**src/rtl/multivar_cond_seq.sv**
```systemverilog
// rtl/multivar_cond_seq.sv - three-phase signed predicate sequencer with start delay and per-phase timeout
module multivar_cond_seq #(
  parameter int W           = 32,
  parameter int START_DELAY = 10,
  parameter int TIMEOUT     = 1000
) (
  input  logic         clk,
  input  logic         rst,
  input  logic         start,
  input  logic [W-1:0] a,
  input  logic [W-1:0] b,
  input  logic [W-1:0] c,
  output logic         cont,
  output logic [1:0]   phase,
  output logic         waiting,
  output logic         met,
  output logic         done,
  output logic         timeout_err
);

  typedef enum logic [2:0] {IDLE, DELAY, PH0, PH1, PH2, DONE, ERROR} state_t;

  localparam logic [15:0] DELAY_LAST   = 16'(START_DELAY - 1);
  localparam logic [15:0] TIMEOUT_LAST = 16'(TIMEOUT - 1);

  state_t              state_q, state_d;
  logic [15:0]         cnt_q, cnt_d;
  logic signed [W-1:0] a_q, b_q, c_q;
  logic                cont_q, cont_d;
  logic                met_q, met_d;

  logic signed [W:0]   sum_ab, c_ext;
  logic                p0, p1, p2, pred;

  // One extra bit keeps a_q + b_q exact for the P1 comparison.
  assign sum_ab = {a_q[W-1], a_q} + {b_q[W-1], b_q};
  assign c_ext  = {c_q[W-1], c_q};

  assign p0 = a_q > b_q;
  assign p1 = sum_ab < c_ext;
  assign p2 = (a_q < b_q) && (b_q > c_q);

  always_comb begin
    case (state_q)
      PH0:     pred = p0;
      PH1:     pred = p1;
      PH2:     pred = p2;
      default: pred = 1'b0;
    endcase
  end

  always_comb begin
    state_d = state_q;
    cnt_d   = cnt_q;
    cont_d  = 1'b0;
    met_d   = 1'b0;
    case (state_q)
      IDLE, DONE, ERROR: begin
        if (start) begin
          state_d = DELAY;
          cnt_d   = '0;
        end
      end
      DELAY: begin
        if (cnt_q == DELAY_LAST) begin
          state_d = PH0;
          cnt_d   = '0;
          cont_d  = 1'b1;
        end else begin
          cnt_d = cnt_q + 16'd1;
        end
      end
      PH0, PH1, PH2: begin
        // A satisfied predicate wins over a timeout landing in the same cycle.
        if (pred) begin
          met_d = 1'b1;
          cnt_d = '0;
          if (state_q == PH2) begin
            state_d = DONE;
          end else begin
            state_d = (state_q == PH0) ? PH1 : PH2;
            cont_d  = 1'b1;
          end
        end else if (cnt_q == TIMEOUT_LAST) begin
          state_d = ERROR;
          cnt_d   = '0;
        end else begin
          cnt_d = cnt_q + 16'd1;
        end
      end
      default: begin
        state_d = IDLE;
        cnt_d   = '0;
      end
    endcase
  end

  always_ff @(posedge clk) begin
    if (rst) begin
      state_q <= IDLE;
      cnt_q   <= '0;
      a_q     <= '0;
      b_q     <= '0;
      c_q     <= '0;
      cont_q  <= 1'b0;
      met_q   <= 1'b0;
    end else begin
      state_q <= state_d;
      cnt_q   <= cnt_d;
      a_q     <= a;
      b_q     <= b;
      c_q     <= c;
      cont_q  <= cont_d;
      met_q   <= met_d;
    end
  end

  assign cont        = cont_q;
  assign met         = met_q;
  assign waiting     = (state_q == PH0) || (state_q == PH1) || (state_q == PH2);
  assign phase       = (state_q == PH1) ? 2'd1 : (state_q == PH2) ? 2'd2 : 2'd0;
  assign done        = (state_q == DONE);
  assign timeout_err = (state_q == ERROR);

endmodule

```
**config.mk**
```make
export PLATFORM = sky130hd
export DESIGN_NAME = multivar_cond_seq
export DESIGN_NICKNAME = d
export VERILOG_FILES = /design/src/rtl/multivar_cond_seq.sv
export SDC_FILE = /design/constraint.sdc
export NUM_CORES = 1
export LEC_CHECK = 0
export ABC_AREA = 1
export CORE_AREA = 3 3 134 136
export DETAILED_ROUTE_END_ITERATION = 8
export DIE_AREA = 0 0 137 139
export PLACE_DENSITY = 0.72
export SYNTH_ARGS = -nofsm -noshare
export SYNTH_HDL_FRONTEND = slang
export SYNTH_SLANG_ARGS = --single-unit
```
**constraint.sdc**
```tcl
create_clock -name clk -period 11.39 [get_ports clk]
set_input_delay 2.278 -clock clk [delete_from_list [all_inputs] [get_ports clk]]
set_output_delay 2.278 -clock clk [all_outputs]
set_load 0.1 [all_outputs]
```
==> results of run 1 <==
[cells in the mapped netlist (all sizes together) (5+ instances only)]
cell type,n
dfxtp,117
inv,300
nor3,20
a31oi,5
nand2,223
clkbuf,12
xor2,39
nor2,191
a21oi,92
ha,130
o21a,6
nand4,13
nand3,29
o21ai,34
[final cells by class]
cell class / instances / area (um^2)
clock inverters: 10 / 131
well taps: 225 / 282
multi-input cells: 806 / 4840
fillers: 1644 / 6820
flip-flops and latches: 117 / 2340
repair buffers: 106 / 1050
inverters: 302 / 1130
clock buffers: 20 / 457
[final timing paths]
kind,end,slack [ns]
min,state_q[2],0.53
max reg2reg,cnt_q[3],6.94
max,waiting,6.40
min reg2reg,state_q[2],0.53
[kinds of logic after synthesis]
logic type               after synthesis  share of synthesized area, %
AND/OR/NAND/NOR                      486                          24.2
buffers and inverters                318                          14.5
AO/OA/AOI/OAI                        149                          9.70
adder cells (fa/ha/maj)              131                          19.6
flip-flops                           117                          27.9
XOR/XNOR                              40                          4.17
[layer usage]
metal | GRT usage (%) | vias up
met2 | 35.2 | 204
met5 | 0 | -
met1 | 25.3 | 3328
met3 | 4.86 | 31
met4 | 6.04 | 0
li1 | - | 3997
[power by group through the flow]
stage	logic [W]	clock network, W	registers [W]
floorplan	0.000303	0	0.000467
global placement	0.000403	0	0.000462
detailed placement	0.000408	0	0.000463
CTS	0.000412	0.000544	0.000454
global route	0.000465	0.000563	0.000458
finish	0.000411	0.000533	0.000454
[per-stage QoR]
step,utilization [%],hold slack (ns),area (um^2)
after floorplan,-,0.482,8400
after global placement,56.6,0.507,9650
after detailed placement,56.6,0.524,9650
after CTS,60.0,0.529,10200
after global routing,60.0,0.578,10200
final,60.0,0.527,10200
[state kept, by name, summed over array words and instances, names as in the netlist]
signal	flops
cont	1
b_q	32
c_q	32
state_q	3
cnt_q	16
met	1
a_q	32
[worst max-delay path: stages, from the launching register on]
cell and delay, ns:
dfxtp_1 0.40, inv_1 0.10, nor3_1 0.33, nor2_1 0.15
inv_1 0.15, clkdlybuf4s50_1 1.16
==> results.toml, run 1 <==
[routing]
drc_errors = 0
wl_per_cell_um = 11.9
drt_iter0_markers = 370
top_layer_used = "met4"
routed_wl_um = 18900
wl_met2_um = 8930
first_pass_iters = 5
drt-met1-wl_um = 8570
viasPerCell = 4.77
dr_wl_met3_um = 1070
vias = 7560
final_antenna_net_count = 0

[floorplan]
initial_core_util_pct = 49.3
fp.dieW_um = 137
die-area_um2 = 19000
core.rowCount = 48
core_area_um2 = 17100
die_y_um = 139
ios = 106

[sta]
period_needed_ns = 4.99
layout_worst_path_cycle_share_pct = 43.8
slew_violations = 0
setup_viol = 0
fin_setup_tns_ns = 0
setup_slack_ns = 6.40
fmax_mhz = 201
slew_headroom_pct = 33.0
hold_viol = 0
worst_pin_slew_ns = 1.00
skew_ns = 0.00977
rsz0062_at_grt = "false"

[setup_path]
crit_path_start_kind = "flip-flop"
required_ns = 9.11
crit_arrival_ns = 2.71
worstReg2RegStart = "b_q[0]"
crit_type = "flip-flop to output port"
path_max_fanout = 5
cp-end-kind = "output port"
critPathLaunch = "state_q[1]"
r2r_cells = 33

[placed_design]
routabilityCongestion = 0.911
placed_cells = 1556
place_hpwl_um = 15100
pre_cts_ws_ns = 6.89
portBuffers = 105

[finish]
area_delta_synth_final_pct = 21.9
final_cell_mix = "inv_1 (300), nand2_1 (210), nor2_1 (191), ha_1 (130), dfxtp_1 (117)"
final_common_cell = "inv_1"
drive_gt1_share_pct = 4.11
layout.cells.non_filler = 1586
final_nets = 1580
num_antenna_cells = 0

[cts]
cts_setup_buffers = 0
clock-sinks = 117
cts_htree_levels = 4
hold_buffers = 0
clockRootBuffer = "clkbuf_16"
clk_path_buf_depth = 2
cts_made_buffers = 17
cts_resized = 0
cts_tree = "yes"
path_clk_slew_ns = 0.05
insertion_delay_ns = 0.42

[power]
pwr-share-clk_pct = 38.1
power_w = 0.00140
seq_power_share_pct = 32.5
peakVddDrop_uv = 126
power.switching_w = 0.000463
swShare_pct = 33.1
power.leakage_nw = 5.58
intPower_w = 0.000936
pwr_density_cell_nw_per_um2 = 137
p_comb_share_pct = 29.4

[synthesis]
synth_area_um2 = 8400
syn-num-nets = 1471
synthFlopType = "dfxtp_1"
synth_cell_type_count = 39
ys_ff_latch = 117
yosys.area.top_type = "dfxtp_1"
synth_area_per_cell_um2 = 6.77
synthArstFlopShare_pct = 0
synth_top_area_share_pct = 27.9
synthesis.instances = 1241
yosys_warnings = 0
netlist_top_cells_area = "dfxtp_1 (28%), ha_1 (19%), inv_1 (13%)"
ys_seq_area_share_pct = 27.9
synth_edf_count = 0

[grt]
overflow = 0
antenna_found_initial = 0
grt_max_degree = 58
grt_pass1_wl_um = 31900
grt_usage_pct = 20.5
grt_pass1_vias = 7284

[worst_hold_path]
hp-class = "flip-flop to flip-flop"
hold_depth = 2
min_from = "state_q[2]"

[flow_run]
maxCapViolations = 0

[run_status]
status = "completed"
(Power assumes the default switching activity.)
==> run 2, diff against run 1 <==
==> constraint.sdc (replaced) <==
create_clock -name clk -period 4.6 [get_ports clk]
set_input_delay 0.92 -clock clk [delete_from_list [all_inputs] [get_ports clk]]
set_output_delay 0.92 -clock clk [all_outputs]
set_load 0.1 [all_outputs]
==> run 2 against run 1 <==
Effect of this change:
- clock-buffer cell count down 2
- worst hold slack worse by 0.014 ns
- critical endpoint is now cnt_q[4]
- utilization up 0.67 points
- final cell count up 0.44%
- via count down 1.2%
- non-clock buffer count up 5
==> results.toml, run 2 (synthesis gave the netlist of run 1 again) <==
[setup_path]
cp_slowest_stage_delay_ns = 0.35
path_delay_family = "simple AND/OR/NAND/NOR gates"
critPathBufInv = 6
crit_path_start_kind = "flip-flop"
crit_path_frequent_cell = "nand2_1"
cp-end-kind = "flip-flop"
cp_slowest_cell = "dfxtp_1"
required_ns = 4.90
path_max_fanout = 14
crit_arrival_ns = 4.48
crit_type = "flip-flop to flip-flop"

[cts]
clock-sinks = 117
cts_tree = "yes"
cts_htree_levels = 4
clk_path_buf_depth = 2
insertion_delay_ns = 0.42
path_clk_slew_ns = 0.06
cts_made_buffers = 17
clockRootBuffer = "clkbuf_16"

[flow_run]
maxCapViolations = 0

[power]
pwr_density_cell_nw_per_um2 = 341
peakVddDrop_uv = 330
seq_power_share_pct = 31.8
power.switching_w = 0.00120
p_comb_share_pct = 29.4
power.leakage_nw = 5.62
pwr-share-clk_pct = 38.8
intPower_w = 0.00233
swShare_pct = 34.1

[routing]
vias = 7470
final_antenna_net_count = 0
drt_iter0_markers = 374
routed_wl_um = 19100
viasPerCell = 4.69
first_pass_iters = 6
wl_per_cell_um = 12.0
drc_errors = 0

[floorplan]
ios = 106
core_area_um2 = 17100
fp.dieW_um = 137
core.rowCount = 48
die-area_um2 = 19000
initial_core_util_pct = 49.3
die_y_um = 139

[grt]
grt_usage_pct = 20.7
grt_max_degree = 100
antenna_found_initial = 0
grt_pass1_vias = 7206
grt_pass1_wl_um = 32500
overflow = 0

[sta]
layout_worst_path_cycle_share_pct = 90.8
fin_setup_tns_ns = 0
worst_pin_slew_ns = 0.997
fmax_mhz = 240
period_needed_ns = 4.17
hold_viol = 0
setup_slack_ns = 0.425
slew_violations = 0
slew_headroom_pct = 33.3
skew_ns = 0.00592
setup_viol = 0

[finish]
multi_input_area_um2 = 4890
num_antenna_cells = 0
layout.area.seq_um2 = 2340
reg_top3 = "a_q: 32 flops, b_q: 32 flops, c_q: 32 flops"
nFillCells = 1605
final_cell_mix = "inv_1 (300), nand2_1 (209), nor2_1 (189), ha_1 (129), dfxtp_1 (116)"
area_delta_synth_final_pct = 23.3
final_nets = 1585
drive_gt1_share_pct = 5.26
final_common_cell = "inv_1"

[placed_design]
place_hpwl_um = 15100
pre_cts_ws_ns = 0.189
portBuffers = 105
routabilityCongestion = 0.893

[worst_hold_path]
hp-class = "flip-flop to flip-flop"

[run_status]
status = "completed"
## run 2: changes by cell type in the layout (fill, tap and decap cells not counted), moves of 2 or more
cell / change
clkinvlp_4: +2
nor2_2: +2
clkinv_2: -3
buf_4: +5
clkinv_4: +2
nor2_1: -2
inv_6: +3
## run 2: what timing repair did
action / 4_1_cts / 5_1_grt
resized for setup: 0 / 10
setup endpoints to repair: 0 / 21
hold endpoints to repair: 0 / 0
setup buffers: 0 / 5
hold buffers: 0 / 0
## run 2: metal layers
layer | part of all wire, % | track usage, % | routed length, um
met5 | 0 | 0 | 0
met4 | 1.3 | 4.62 | 244
met1 | 46 | 27.0 | 8790
met3 | 5.2 | 4.25 | 995
met2 | 47 | 35.2 | 9040
## run 2: layout make-up
type | instances | share of cell area, %
clock buffer | 18 | 4.24
clock inverter | 14 | 1.69
inverter | 302 | 11.0
multi-input combinational | 806 | 47.2
sequential | 117 | 22.6
tap | 225 | 2.72
timing repair buffer | 111 | 10.5
## run 2: through the flow
step	hold WS (ns)	utilization [%]	instances	cell area (um^2)	power, W
finish	0.513	60.7	1593	10400	0.00353
global route	0.551	60.7	1593	10400	0.00375
CTS	0.516	60.2	1588	10300	0.00354
detailed placement	0.508	56.6	1556	9650	0.00216
global placement	0.505	56.6	1556	9650	0.00214
floorplan	0.482	-	1241	8400	0.00191
## run 2: power by group through the flow
stage	clock network [W]	registers [W]	logic [W]
2_1_floorplan	0	0.00116	0.000749
3_3_place_gp	0	0.00114	0.00100
3_5_place_dp	0	0.00114	0.00101
4_1_cts	0.00140	0.00112	0.00102
5_1_grt	0.00144	0.00113	0.00117
6_report	0.00137	0.00112	0.00104
## run 2: worst min-delay path, cell delays in order, from the launching register on
cell and delay, ns:
dfxtp_1 0.34, nand2_1 0.07, a21oi_1 0.05
## run 2: path summary, 6_finish.rpt
kind	from	endpoint	slack, ns	cells after the start
worst max-delay path	b_q[2]	cnt_q[4]	0.43	35
worst min-delay path	state_q[2]	state_q[2]	0.51	2
worst max register to register	b_q[2]	cnt_q[4]	0.43	35
worst min register to register	state_q[2]	state_q[2]	0.51	2
==> run 3, diff against run 2 <==
==> constraint.sdc (replaced) <==
create_clock -name clk -period 4.7 [get_ports clk]
set_input_delay 0.94 -clock clk [delete_from_list [all_inputs] [get_ports clk]]
set_output_delay 0.94 -clock clk [all_outputs]
set_load 0.1 [all_outputs]
==> run 3 against run 2 <==
Effect of this change:
- final cell count is 0.19% lower
- sequential power hardly changed
- sequential share of layout area grew 0.12 points
- routed wire length grew 1.4%
- non-clock buffer count is 3 lower
- critical path type unchanged
==> results.toml, run 3 (synthesis gave the netlist of run 1 again) <==
[setup_path]
r2r_cells = 35
rrSetupSlack_ns = 0.52
worstReg2RegStart = "b_q[2]"
crit_path_frequent_cell = "nand2_1"
crit_path_start_kind = "flip-flop"
required_ns = 5.02
cp.depth = 35
crit_type = "flip-flop to flip-flop"
critPathLaunch = "b_q[2]"
cp_slowest_cell = "ha_2"
cp_slowest_stage_delay_ns = 0.36
cp-endpoint = "cnt_q[4]"
cp-end-kind = "flip-flop"
rr_endpoint = "cnt_q[4]"
path_max_fanout = 14
path_delay_family = "simple AND/OR/NAND/NOR gates"
critPathBufInv = 6
crit_arrival_ns = 4.50

[power]
pwr_density_cell_nw_per_um2 = 331
peakVddDrop_uv = 338
power.leakage_nw = 5.59
power_w = 0.00341

[finish]
final_common_cell = "inv_1"
num_antenna_cells = 0
reg_top3 = "a_q: 32 flops, b_q: 32 flops, c_q: 32 flops"
fin_util_pct = 60.4
final_cell_mix = "inv_1 (300), nand2_1 (209), nor2_1 (190), ha_1 (129), dfxtp_1 (117)"
nFillCells = 1614
drive_gt1_share_pct = 4.91
final_nets = 1582
area_delta_synth_final_pct = 22.6

[placed_design]
routabilityCongestion = 0.890
portBuffers = 105
place_hpwl_um = 15200
pre_cts_ws_ns = 0.318

[sta]
hold_viol = 0
setup_viol = 0
slew_violations = 0
slew_headroom_pct = 33.5
setup_slack_ns = 0.517
fmax_mhz = 239
layout_worst_path_cycle_share_pct = 89.0
skew_ns = 0.00623
worst_pin_slew_ns = 0.994
fin_setup_tns_ns = 0
rsz0062_at_grt = "false"
period_needed_ns = 4.18

[routing]
vias = 7494
drt_iter0_markers = 329
viasPerCell = 4.71
routed_wl_um = 19300
first_pass_iters = 5
drc_errors = 0
wl_per_cell_um = 12.2
final_antenna_net_count = 0

[grt]
antenna_found_initial = 0
overflow = 0
grt_max_degree = 100
grt_usage_pct = 21.2
grt_pass1_wl_um = 32900
grt_pass1_vias = 7309

[floorplan]
core.rowCount = 48
ios = 106
die-area_um2 = 19000
fp.dieW_um = 137
core_area_um2 = 17100
initial_core_util_pct = 49.3
die_y_um = 139

[cts]
cts_htree_levels = 4
path_clk_slew_ns = 0.06
clockRootBuffer = "clkbuf_16"
clock-sinks = 117
cts_made_buffers = 17
insertion_delay_ns = 0.43
clk_path_buf_depth = 2
hold_buffers = 0
cts_tree = "yes"

[run_status]
status = "completed"

[flow_run]
maxCapViolations = 0

[worst_hold_path]
hp-class = "flip-flop to flip-flop"
[run 3: power breakdown]
group,internal (W),switching [W],leakage [nW]
clock,0.000796,0.000500,0.275
combinational,0.000368,0.000641,4.34
sequential,0.00106,0.0000440,0.970
total,0.00222,0.00119,5.59
[run 3: stage by stage]
stage | cells | hold WS [ns] | cell area (um^2)
after floorplan | 1241 | 0.482 | 8400
after global placement | 1556 | 0.504 | 9650
after detailed placement | 1556 | 0.510 | 9650
after CTS | 1588 | 0.517 | 10200
after global routing | 1590 | 0.552 | 10300
final | 1590 | 0.517 | 10300
[run 3: what timing repair did]
action	in CTS	in global routing
setup buffers	0	2
endpoints found under the setup margin	0	19
resized for setup	0	8
[run 3: final cells by class]
cell class	instances	area, um^2	area share [%]
tap	225	282	2.73
clock buffer	18	439	4.27
sequential	117	2340	22.8
timing repair buffer	108	1070	10.4
inverter	302	1130	11.0
clock inverter	14	151	1.47
multi-input combinational	806	4880	47.4
[run 3: how the worst min path moves through the flow]
stage	endpoint	cells past startpoint	startpoint	slack (ns)
floorplan	state_q[2]	2	state_q[2]	0.48
global placement	state_q[2]	2	state_q[2]	0.50
detailed placement	state_q[2]	2	state_q[2]	0.51
CTS	state_q[2]	2	state_q[2]	0.52
global route	state_q[2]	2	state_q[2]	0.55
finish	state_q[2]	2	state_q[2]	0.52
[run 3: tightest hold or removal path: cells and delay by family (launching register included)]
| family | cells | cell delay [ns] |
|---|---|---|
| and+or+nand+nor | 1 | 0.07 |
| AOI/OAI and AO/OA | 1 | 0.05 |
| DFF | 1 | 0.34 |
[run 3: metal layers]
| metal | GRT usage (%) | vias to the layer above | wire length, um |
|---|---|---|---|
| li1 | - | 4004 | - |
| met1 | 27.1 | 3306 | 8880 |
| met2 | 35.0 | 158 | 9020 |
| met3 | 4.79 | 26 | 1090 |
| met4 | 7.30 | 0 | 333 |
| met5 | 0 | - | 0 |
